[config.mk]
export PLATFORM = sky130hd
export DESIGN_NAME = plic_reg_arbiter
export DESIGN_NICKNAME = d
export VERILOG_FILES = /design/src/rtl/plic_reg_arbiter.sv
export SDC_FILE = /design/constraint.sdc
export NUM_CORES = 1
export LEC_CHECK = 0
export CELL_PAD_IN_SITES_DETAIL_PLACEMENT = 1
export CELL_PAD_IN_SITES_GLOBAL_PLACEMENT = 1
export CORE_UTILIZATION = 26
export CTS_CLUSTER_SIZE = 28
export DETAILED_ROUTE_END_ITERATION = 10
export HOLD_SLACK_MARGIN = 0.12
export PLACE_DENSITY_LB_ADDON = 0.1
export SLEW_MARGIN = 30
export SYNTH_ARGS = -nofsm -noshare
export SYNTH_HDL_FRONTEND = slang
export SYNTH_SLANG_ARGS = --single-unit
[constraint.sdc]
create_clock -name clk_i -period 3.6 [get_ports clk_i]
set_input_delay 0.54 -clock clk_i [delete_from_list [all_inputs] [get_ports clk_i]]
set_output_delay 0.54 -clock clk_i [all_outputs]
set_load 0.1 [all_outputs]
[src/rtl/plic_reg_arbiter.sv]
// Round-robin arbiter sharing the PLIC register-bus slave port among N_MASTER requesters.
// Holds one outstanding slave transaction at a time, with a watchdog that terminates it with an error.
module plic_reg_arbiter #(
  parameter int unsigned N_MASTER = 2,
  parameter int unsigned AW       = 32,
  parameter int unsigned DW       = 32,
  parameter int unsigned TIMEOUT  = 255
) (
  input  logic                               clk_i,
  input  logic                               rst_i,
  input  logic [N_MASTER-1:0]                m_valid_i,
  input  logic [N_MASTER-1:0][AW-1:0]        m_addr_i,
  input  logic [N_MASTER-1:0]                m_write_i,
  input  logic [N_MASTER-1:0][DW-1:0]        m_wdata_i,
  input  logic [N_MASTER-1:0][DW/8-1:0]      m_wstrb_i,
  output logic [N_MASTER-1:0]                m_ready_o,
  output logic [N_MASTER-1:0]                m_error_o,
  output logic [DW-1:0]                      m_rdata_o,
  output logic                               s_valid_o,
  output logic [AW-1:0]                      s_addr_o,
  output logic                               s_write_o,
  output logic [DW-1:0]                      s_wdata_o,
  output logic [DW/8-1:0]                    s_wstrb_o,
  input  logic [DW-1:0]                      s_rdata_i,
  input  logic                               s_ready_i,
  input  logic                               s_error_i,
  output logic [N_MASTER-1:0]                grant_o,
  output logic                               timeout_o
);

  localparam int unsigned IW = (N_MASTER > 1) ? $clog2(N_MASTER) : 1;
  localparam int unsigned CW = $clog2(TIMEOUT + 1);
  localparam int unsigned SW = DW / 8;
  localparam logic [IW:0]   N_W    = (IW+1)'(N_MASTER);
  localparam logic [IW-1:0] LAST   = IW'(N_MASTER - 1);
  localparam logic [CW-1:0] CNT_TO = CW'(TIMEOUT);

  typedef enum logic {IDLE, BUSY} state_t;

  state_t               state_q;
  logic [IW-1:0]        owner_q;
  logic [IW-1:0]        rr_ptr_q;
  logic [CW-1:0]        cnt_q;
  logic [AW-1:0]        addr_q;
  logic                 write_q;
  logic [DW-1:0]        wdata_q;
  logic [SW-1:0]        wstrb_q;

  logic [N_MASTER-1:0]  rot;
  logic [IW-1:0]        sel_off;
  logic [IW:0]          sel_sum;
  logic [IW-1:0]        sel_idx;
  logic                 sel_found;
  logic [IW-1:0]        next_ptr;
  logic [N_MASTER-1:0]  owner_oh;
  logic                 busy;
  logic                 done_ok;
  logic                 done_to;

  // Rotate requests so bit 0 is rr_ptr, pick the lowest set bit, then rotate back.
  always_comb begin
    rot       = N_MASTER'({m_valid_i, m_valid_i} >> rr_ptr_q);
    sel_found = |rot;
    sel_off   = '0;
    for (int i = N_MASTER - 1; i >= 0; i--) begin
      if (rot[i]) sel_off = IW'(i);
    end
    sel_sum = {1'b0, rr_ptr_q} + {1'b0, sel_off};
    if (sel_sum >= N_W) sel_sum = sel_sum - N_W;
    sel_idx = sel_sum[IW-1:0];
  end

  assign next_ptr = (owner_q == LAST) ? '0 : owner_q + IW'(1);
  assign owner_oh = N_MASTER'(1) << owner_q;
  assign busy     = (state_q == BUSY);
  assign done_ok  = busy && s_ready_i;
  assign done_to  = busy && !s_ready_i && (cnt_q == CNT_TO);

  // Arbitration FSM; slave fields are latched at grant and held for the whole transaction.
  always_ff @(posedge clk_i or posedge rst_i) begin
    if (rst_i) begin
      state_q  <= IDLE;
      owner_q  <= '0;
      rr_ptr_q <= '0;
      cnt_q    <= '0;
      addr_q   <= '0;
      write_q  <= 1'b0;
      wdata_q  <= '0;
      wstrb_q  <= '0;
    end else begin
      case (state_q)
        IDLE: begin
          if (sel_found) begin
            owner_q <= sel_idx;
            addr_q  <= m_addr_i[sel_idx];
            write_q <= m_write_i[sel_idx];
            wdata_q <= m_wdata_i[sel_idx];
            wstrb_q <= m_wstrb_i[sel_idx];
            cnt_q   <= '0;
            state_q <= BUSY;
          end
        end
        BUSY: begin
          if (done_ok || done_to) begin
            state_q  <= IDLE;
            rr_ptr_q <= next_ptr;
          end else begin
            cnt_q <= cnt_q + CW'(1);
          end
        end
        default: state_q <= IDLE;
      endcase
    end
  end

  assign s_valid_o = busy;
  assign s_addr_o  = addr_q;
  assign s_write_o = write_q;
  assign s_wdata_o = wdata_q;
  assign s_wstrb_o = wstrb_q;
  assign grant_o   = busy ? owner_oh : '0;

  // Completion responses are combinational so the master sees them in the slave's ready cycle.
  assign m_ready_o = (done_ok || done_to) ? owner_oh : '0;
  assign m_error_o = (done_to || (done_ok && s_error_i)) ? owner_oh : '0;
  assign m_rdata_o = (done_ok && !write_q) ? s_rdata_i : '0;
  assign timeout_o = done_to;

endmodule
-- After elaboration in Yosys (flattened, before gate mapping)
Index checks and enable logic that the tools add are counted.
- logic and storage cells: 55
- bits in registers: 80
- output and inout port bits: 109
- bits of input ports: 176
- eq/ne operators: 3
- reduce and logical (&&, ||, !) cells: 13
- order comparisons: 2
- bitwise operators: 1
- mux-type cells: 22
- add/subtract/negate cells: 4
- shift operators: 2
- operators by type and width (kind ; count):
    two-way mux 32 bit ; 5
    two-way mux 8 bit ; 2
    case mux 8 bit (2 select lines) ; 1
    adder 8 x 1 -> 8 bit, second input constant ; 1
    equality test 8 bit, second input constant ; 1
    two-way mux 1 bit ; 8
    two-way mux 4 bit ; 2
    two-way mux 2 bit ; 3
    AND reduction 2 bit ; 3
    logical AND 1 bit ; 5
    != test 2 bit, second input constant ; 2
    right shift 4 x 1 -> 2 bit ; 1
    adder 1 x 1 -> 2 bit ; 1
    greater-or-equal comparator 2 bit, second input constant ; 1
    zero test 1 bit ; 2
    logical OR 1 bit ; 2
    < comparator 1 x 2 -> 1 bit, second input constant ; 1
    case mux 1 bit (2 select lines) ; 1
    OR reduction 2 bit ; 1
    << shifter 1 x 1 -> 2 bit, first input constant ; 1
    adder 1 bit, second input constant ; 1
    NOT 1 bit ; 1
    subtractor 1 bit, second input constant ; 1

-- Depth between registers and ports, before layout
Gate-level depths: netlist of run 1.
- word-level depth: 8
- gate-level depth with buffers: 7
- gate-level depth less buffers: 5

-- Worst setup path after synthesis of run 1
No wires, ideal clock.
- path kind: register to output
- from: register state_q (netlist: s_valid_o)
- to: output m_error_o[0]
- data arrival time: 3.625 ns
- required time: 3.060 ns
- path slack: -0.565 ns
- cell stages (with the launch flop): 4
- cells stage by stage: dfrtp_1 > clkbuf_1 > nor2b_1 > and2_1
- cells in the longest elaborated chain, start to end: 4
- elaborated cells between the ends (all ways): 6
- classes of those cells: mux (1); reduce/logical (5)
- RTL lines (what ; line ; text):
    from (decl) ; 40 ; state_t state_q;
    from (signal assigned) ; 82 ; state_q <= IDLE;
    from (signal assigned) ; 100 ; state_q <= BUSY;
    from (signal assigned) ; 105 ; state_q <= IDLE;
    logical AND 1 bit, on equally long branches ; 77, 76 ;
    logical AND 1 bit, on equally long branches ; 77, 125 ;
    logical OR 1 bit * ; 125 ; assign m_error_o = (done_to || (done_ok && s_error_i)) ? owner_oh : '0;
    two-way mux 2 bit * ; 125 ;
    to (decl) ; 17 ; output logic [N_MASTER-1:0] m_error_o,
Mark *: on every way between the ends. The rest lies on a longest branch, timed or not.

-- Worst setup path in the final report of run 1
- from: register cnt_q[0]
- to: output m_error_o[0]
- cells in the longest elaborated chain, start to end: 4
- RTL lines (what ; line ; text):
    from (decl) ; 43 ; logic [CW-1:0] cnt_q;
    from (signal assigned) ; 108 ; cnt_q <= cnt_q + CW'(1);
    equality test 8 bit ; 77 ; assign done_to = busy && !s_ready_i && (cnt_q == CNT_TO);
    logical AND 1 bit ; 77 ;
    logical OR 1 bit ; 125 ;
    two-way mux 2 bit ; 125 ;
No other way between the ends.

==> results of run 1 <==
==> cells by family after synthesis <==
group	synth area share (%)
buffers and inverters	3.817
and+or+nand+nor	15.99
adders and majority gates	0.5944
DFF	50.06
AOI/OAI and AO/OA	12.27
muxes	17.27
==> worst paths after layout <==
kind	start	end	depth (start not counted)
max	cnt_q[0]	m_error_o[0]	6
min	s_wdata_o[30]	s_wdata_o[30]	2
max reg2reg	s_valid_o	s_wdata_o[14]	4
min reg2reg	s_wdata_o[30]	s_wdata_o[30]	2
max in group asynchronous	rst_i	cnt_q[2]	3
min in group asynchronous	rst_i	s_addr_o[29]	2
==> placed cells by master, fill, tap and decap left out, types with 2 or more instances in the layout <==
master	count
nor2_1	6
nand3_1	6
bufinv_16	3
buf_12	33
dfrtp_1	80
nand2_1	77
clkbuf_1	2
o21ai_1	80
mux2i_1	69
buf_4	13
o21ai_0	2
nor2b_1	2
clkdlybuf4s50_1	244
nand4_1	3
clkbuf_16	9
o21a_1	2
and2_1	36
inv_2	2
==> power by group <==
part / switching (mW) / total, mW / internal (mW) / leakage [nW]
registers: 0.131 / 1.24 / 1.11 / 0.995
clock network: 0.343 / 1.04 / 0.693 / 0.163
logic: 2.26 / 3.10 / 0.834 / 2.16
total: 2.74 / 5.38 / 2.64 / 3.31
==> sequential cells by signal (all words and copies together), names as in the netlist <==
register / cells
s_addr_o: 32
s_wdata_o: 32
cnt_q: 8
s_wstrb_o: 4
owner_q: 1
rr_ptr_q: 1
s_valid_o: 1
s_write_o: 1
==> routing by layer <==
metal  global-route usage (%)  up-vias
met5                        0        -
met4                    6.166        0
met3                    6.330       18
met2                    35.94      181
met1                    19.01     1913
li1                         -     1951
==> worst min-delay path, stage by stage, from the launching register on <==
cell     delay (ps)
dfrtp_1         340
nand2_1          50
o21ai_1          60
==> cell type report <==
type	count	area (sq um)
fillers	1633	7092
clock inverters	3	90.09
clock buffers	12	246.5
flip-flops and latches	80	2002
repair buffers	291	3212
well taps	184	230.2
inverters	4	16.27
multi-input cells	299	1866
==> impl_metrics.csv, run 1 <==
group,metric,value,unit
die,die_h,126.0,microns
pwr,cellLeakagePower,3.315,nW
grt,grt_util_all_layers,18.83,%
layout,antennaDiodeCount,0,
pwr,p_per_area,701.9,nW/um^2
placement,hpwl,11.82,mm
synthesis,syn_area_per_cell,9.753,sq um
route,m1WireLength,5.250,mm
sta,tns,0,ps
worst_setup_path,critPathMaxFanout,5,
die,fp.dieW,126.0,microns
synthesis,synth_edf_count,0,
layout,final_cell_area,7662,sq um
worst_setup_path,crit_chain,"ha_1, nand4_1, or2_1, o21ai_1, and2_1, buf_4",
worst_setup_path,crit_type,"flip-flop to output port",
layout,fin_cells,873,
worst_setup_path,cpPeakStageDelay,390,ps
sta,finalHoldViolations,0,
grt,antenna_found_initial,0,
synthesis,async_flop_share,100.0,%
cts,postCtsSetupBuffers,0,
route,drt_first_iter_violations,192,
worst_setup_path,cp-start-kind,"flip-flop",
die,core.rowCount,44,
grt,grt_pass1_wl,23.13,mm
synthesis,yosysWarningCount,0,
sta,grt_setup_unrepaired,"false",
sta,fin_worst_skew,6.364,ps
layout,nets,862,
cts,clkLatencyLatePin,330,ps
sta,clock.fmax,378.9,MHz
sta,postLayoutSetupSlackWorst,960.6,ps
placement,dp.cells,858,
grt,gr-total-overflow,0,
synthesis,synth.distinct_cells,33,
sta,finalMaxSlewViolations,0,
worst_setup_path,critPathBufInv,1,
route,routed-wl-met2,7.892,mm
grt,grt_pass1_vias,4528,
layout,final_util,51.93,%
cts,cts_resized,0,
route,via_count,4063,
die,die-area,15880,sq um
cts,root_buffer,"clkbuf_16",
synthesis,syn_area,3999,sq um
route,drcViolationCount,0,
sta,finalCritPeriodShare,73.32,%
placement,placed_cell_area,7322,sq um
synthesis,ys_ff_latch,80,
pwr,totalPowerFinal,5.378,mW
route,wl_met3,1.306,mm
die,start_util,27.10,%
cts,cts_tree,"yes",
route,routedWlPerCell,16.85,microns
synthesis,netlist.area_leader.share,50.06,%
placement,port_buffers,284,
worst_setup_path,cp.arrival,2100,ps
worst_setup_path,worstPathRequired,3060,ps
die,io_pins,285,
worst_setup_path,crit_family,"simple AND/OR/NAND/NOR gates",
layout,drive_gt1_share,9.724,%
cts,cts_sinks,80,
synthesis,ys.flop_type,"dfrtp_1",
layout,syn_to_final_growth,91.61,%
cts,htreeDepth,3,
synthesis,netlist_top_cells_count,"dfrtp_1 (80), o21ai_1 (80), nand2_1 (77)",
synthesis,syn_inst,410,
worst_setup_path,cp_slowest_cell,"dfrtp_1",
cts,clk_path_buf_depth,2,
cts,clkSlewWorstSetupHoldPaths,60,ps
sta,slew_headroom,30.30,%
sta,worst_pin_slew,1042,ps
synthesis,synth-seq-area-share,50.06,%
worst_setup_path,ff2ff_setup_slack,1750,ps
cts,cts_hold_buf,0,
placement,place_ws,967.3,ps
route,routed.top_layer,"met4",
flow_run,maxCapViolCount,0,
sta,hold_ws,483.2,ps
hold_path,hp-class,"flip-flop to flip-flop",
cts,cts_buffers,9,
die,core_area,14750,sq um
status,status,"finished clean",
route,vias_per_cell,4.654,
route,firstDrtPassIters,4,
sta,period_minus_slack,2639,ps
synthesis,syn_nets,587,
worst_setup_path,cp-end-kind,"output port",
synthesis,netlist_top_cells_area,"dfrtp_1 (50%), mux2i_1 (17%), o21ai_1 (10%), nand2_1 (7.2%), and2_1 (5.6%)",
synthesis,synth_top_area_cell,"dfrtp_1",
grt,grt_start_max_net_pins,103,
route,antenna_left,0,
route,routed_wl,14.71,mm
pwr,ir_drop,0.0002391,V
sta,setup_viol,0,
placement,routabilityCongestion,0.7839,
Power figures use the tool's default switching activity.
==> run 2: changes to the inputs <==
--- a/config.mk
+++ b/config.mk
@@ -7,7 +7,7 @@
 export LEC_CHECK = 0
 export CELL_PAD_IN_SITES_DETAIL_PLACEMENT = 1
 export CELL_PAD_IN_SITES_GLOBAL_PLACEMENT = 1
-export CORE_UTILIZATION = 26
+export CORE_UTILIZATION = 24
 export CTS_CLUSTER_SIZE = 28
 export DETAILED_ROUTE_END_ITERATION = 10
 export HOLD_SLACK_MARGIN = 0.12
==> constraint.sdc (replaced) <==
create_clock -name clk_i -period 2.6 [get_ports clk_i]
set_input_delay 0.39 -clock clk_i [delete_from_list [all_inputs] [get_ports clk_i]]
set_output_delay 0.39 -clock clk_i [all_outputs]
set_load 0.1 [all_outputs]
==> impl_metrics.csv, run 2 (synthesis results as in run 1) <==
group,metric,value,unit
placement,hpwl,11.98,mm
worst_setup_path,worstPathRequired,2210,ps
route,firstDrtPassIters,4,
route,drt_first_iter_violations,120,
sta,worst_pin_slew,671.1,ps
worst_setup_path,cp.arrival,2020,ps
worst_setup_path,cp_slowest_cell,"dfrtp_1",
pwr,cellLeakagePower,3.412,nW
route,antenna_left,0,
pwr,p_per_area,955.6,nW/um^2
worst_setup_path,cp-start-kind,"flip-flop",
grt,grt_start_max_net_pins,110,
route,vias_per_cell,4.439,
sta,finalMaxSlewViolations,0,
die,die_h,131.1,microns
layout,fillers,1740,
grt,grt_pass1_vias,4305,
worst_setup_path,crit_start,"cnt_q[0]",
worst_setup_path,reg2reg_to,"cnt_q[5]",
layout,nets,861,
hold_path,hp-class,"primary input to async pin",
grt,grtUsageMet1,18.02,%
worst_setup_path,worstRegToRegCells,5,
cts,postCtsSetupBuffers,0,
die,die-area,17180,sq um
worst_setup_path,crit_type,"flip-flop to output port",
die,core_area,16060,sq um
route,via_count,4017,
route,routedWlPerCell,16.62,microns
grt,grt_pass1_wl,22.32,mm
sta,hold_ws,465.8,ps
sta,period_minus_slack,2406,ps
sta,clock.fmax,415.7,MHz
sta,fin_worst_skew,8.620,ps
grt,grt_util_all_layers,17.29,%
sta,setup_viol,0,
cts,clkSlewWorstSetupHoldPaths,70,ps
worst_setup_path,cp-end-kind,"output port",
cts,clkLatencyLatePin,330,ps
worst_setup_path,crit_chain,"ha_2, nand4_1, or2_1, o21ai_1, and2_2, buf_12",
worst_setup_path,critPathMaxFanout,5,
die,core.rowCount,46,
placement,port_buffers,284,
cts,cts_tree,"yes",
cts,clk_path_buf_depth,2,
cts,cts_buffers,9,
sta,finalHoldViolations,0,
die,io_pins,285,
cts,htreeDepth,3,
sta,slew_headroom,55.21,%
sta,postLayoutSetupSlackWorst,194.3,ps
sta,finalCritPeriodShare,92.53,%
grt,met3_usage,6.169,%
grt,busiest_layer,"met2",
flow_run,maxCapViolCount,0,
worst_setup_path,ff2ff_setup_slack,990,ps
worst_setup_path,r2r-start,"cnt_q[0]",
layout,syn_to_final_growth,90.43,%
layout,drive_gt1_share,21.19,%
route,routed_wl,15.04,mm
grt,gr-total-overflow,0,
sta,grt_setup_unrepaired,"false",
grt,use_met2,32.06,%
layout,layout_commonest_cell,"clkdlybuf4s50_1",
die,fp.dieW,131.1,microns
route,drcViolationCount,0,
placement,place_ws,340.4,ps
layout,layout_common_cells,"clkdlybuf4s50_1 (175), o21ai_1 (80), dfrtp_1 (79)",
pwr,ir_drop,0.0003364,V
worst_setup_path,cpPeakStageDelay,390,ps
layout,antennaDiodeCount,0,
status,status,"finished clean",
cts,root_buffer,"clkbuf_16",
grt,antenna_found_initial,0,
cts,cts_sinks,80,
placement,routabilityCongestion,0.7724,
die,start_util,24.90,%
## run 2: changes by cell type in the layout (fill, tap and decap cells not counted), sizes merged
cell           before  now
clkdlybuf4s50     244  175
clkinv              1    3
bufinv              3    1
clkinvlp            0    1
buf                47  115
## run 2: how the worst max path moves through the flow
stage               endpoint  slack (ps)  depth (start not counted)
2_1_floorplan      s_valid_o         -20                          1
3_3_place_gp    m_rdata_o[3]         410                          6
3_5_place_dp   m_rdata_o[21]         340                          6
4_1_cts         m_error_o[0]         120                          6
5_1_grt         m_error_o[0]          30                          6
6_report        m_error_o[0]         190                          6
## run 2: per-layer routing
metal | wire (microns) | vias to the layer above
met4 | 169 | 0
met1 | 5633 | 1872
met3 | 1574 | 11
li1 | - | 1949
met5 | 0 | -
met2 | 7666 | 185
## run 2: metrics by stage
step	utilization (%)	std cells	instance area, sq um	TNS [ps]	power [mW]
final	47.42	905	7615	0	7.277
after global routing	47.42	905	7615	0	7.571
after CTS	47.41	905	7612	0	7.370
after detailed placement	45.43	889	7295	0	6.010
after global placement	45.43	889	7295	0	5.953
after floorplan	-	410	4019	-21.72	4.781
## run 2: layout make-up
cell class	instances	area, sq um	share of cell area, %
clock inverters	4	51.30	0.6737
inverters	4	16.27	0.2136
repair buffers	290	3128	41.08
clock buffers	12	266.5	3.500
flip-flops and latches	80	2003	26.31
multi-input cells	299	1879	24.68
well taps	216	270.3	3.549
## run 2: what timing repair did
| item | 4_1_cts | 5_1_grt |
|---|---|---|
| gates resized for setup | 0 | 1 |
| endpoints found under the hold margin | 0 | 0 |
| hold buffers | 0 | 0 |
| setup endpoints to repair | 0 | 1 |
## run 2: report_power, final
group	switching, mW	total (mW)	leakage, nW	internal [mW]
sequential	0.186	1.73	0.994	1.54
clock	0.510	1.33	0.155	0.823
combinational	3.13	4.22	2.26	1.09
## run 2: critical path, delay by kind of cell (launching register included)
| kind | cells | cell delay, ps |
|---|---|---|
| buffers and inverters | 1 | 170 |
| adder cells (fa/ha/maj) | 1 | 240 |
| AO/OA/AOI/OAI | 1 | 180 |
| flip-flops | 1 | 390 |
| AND/OR/NAND/NOR | 3 | 700 |
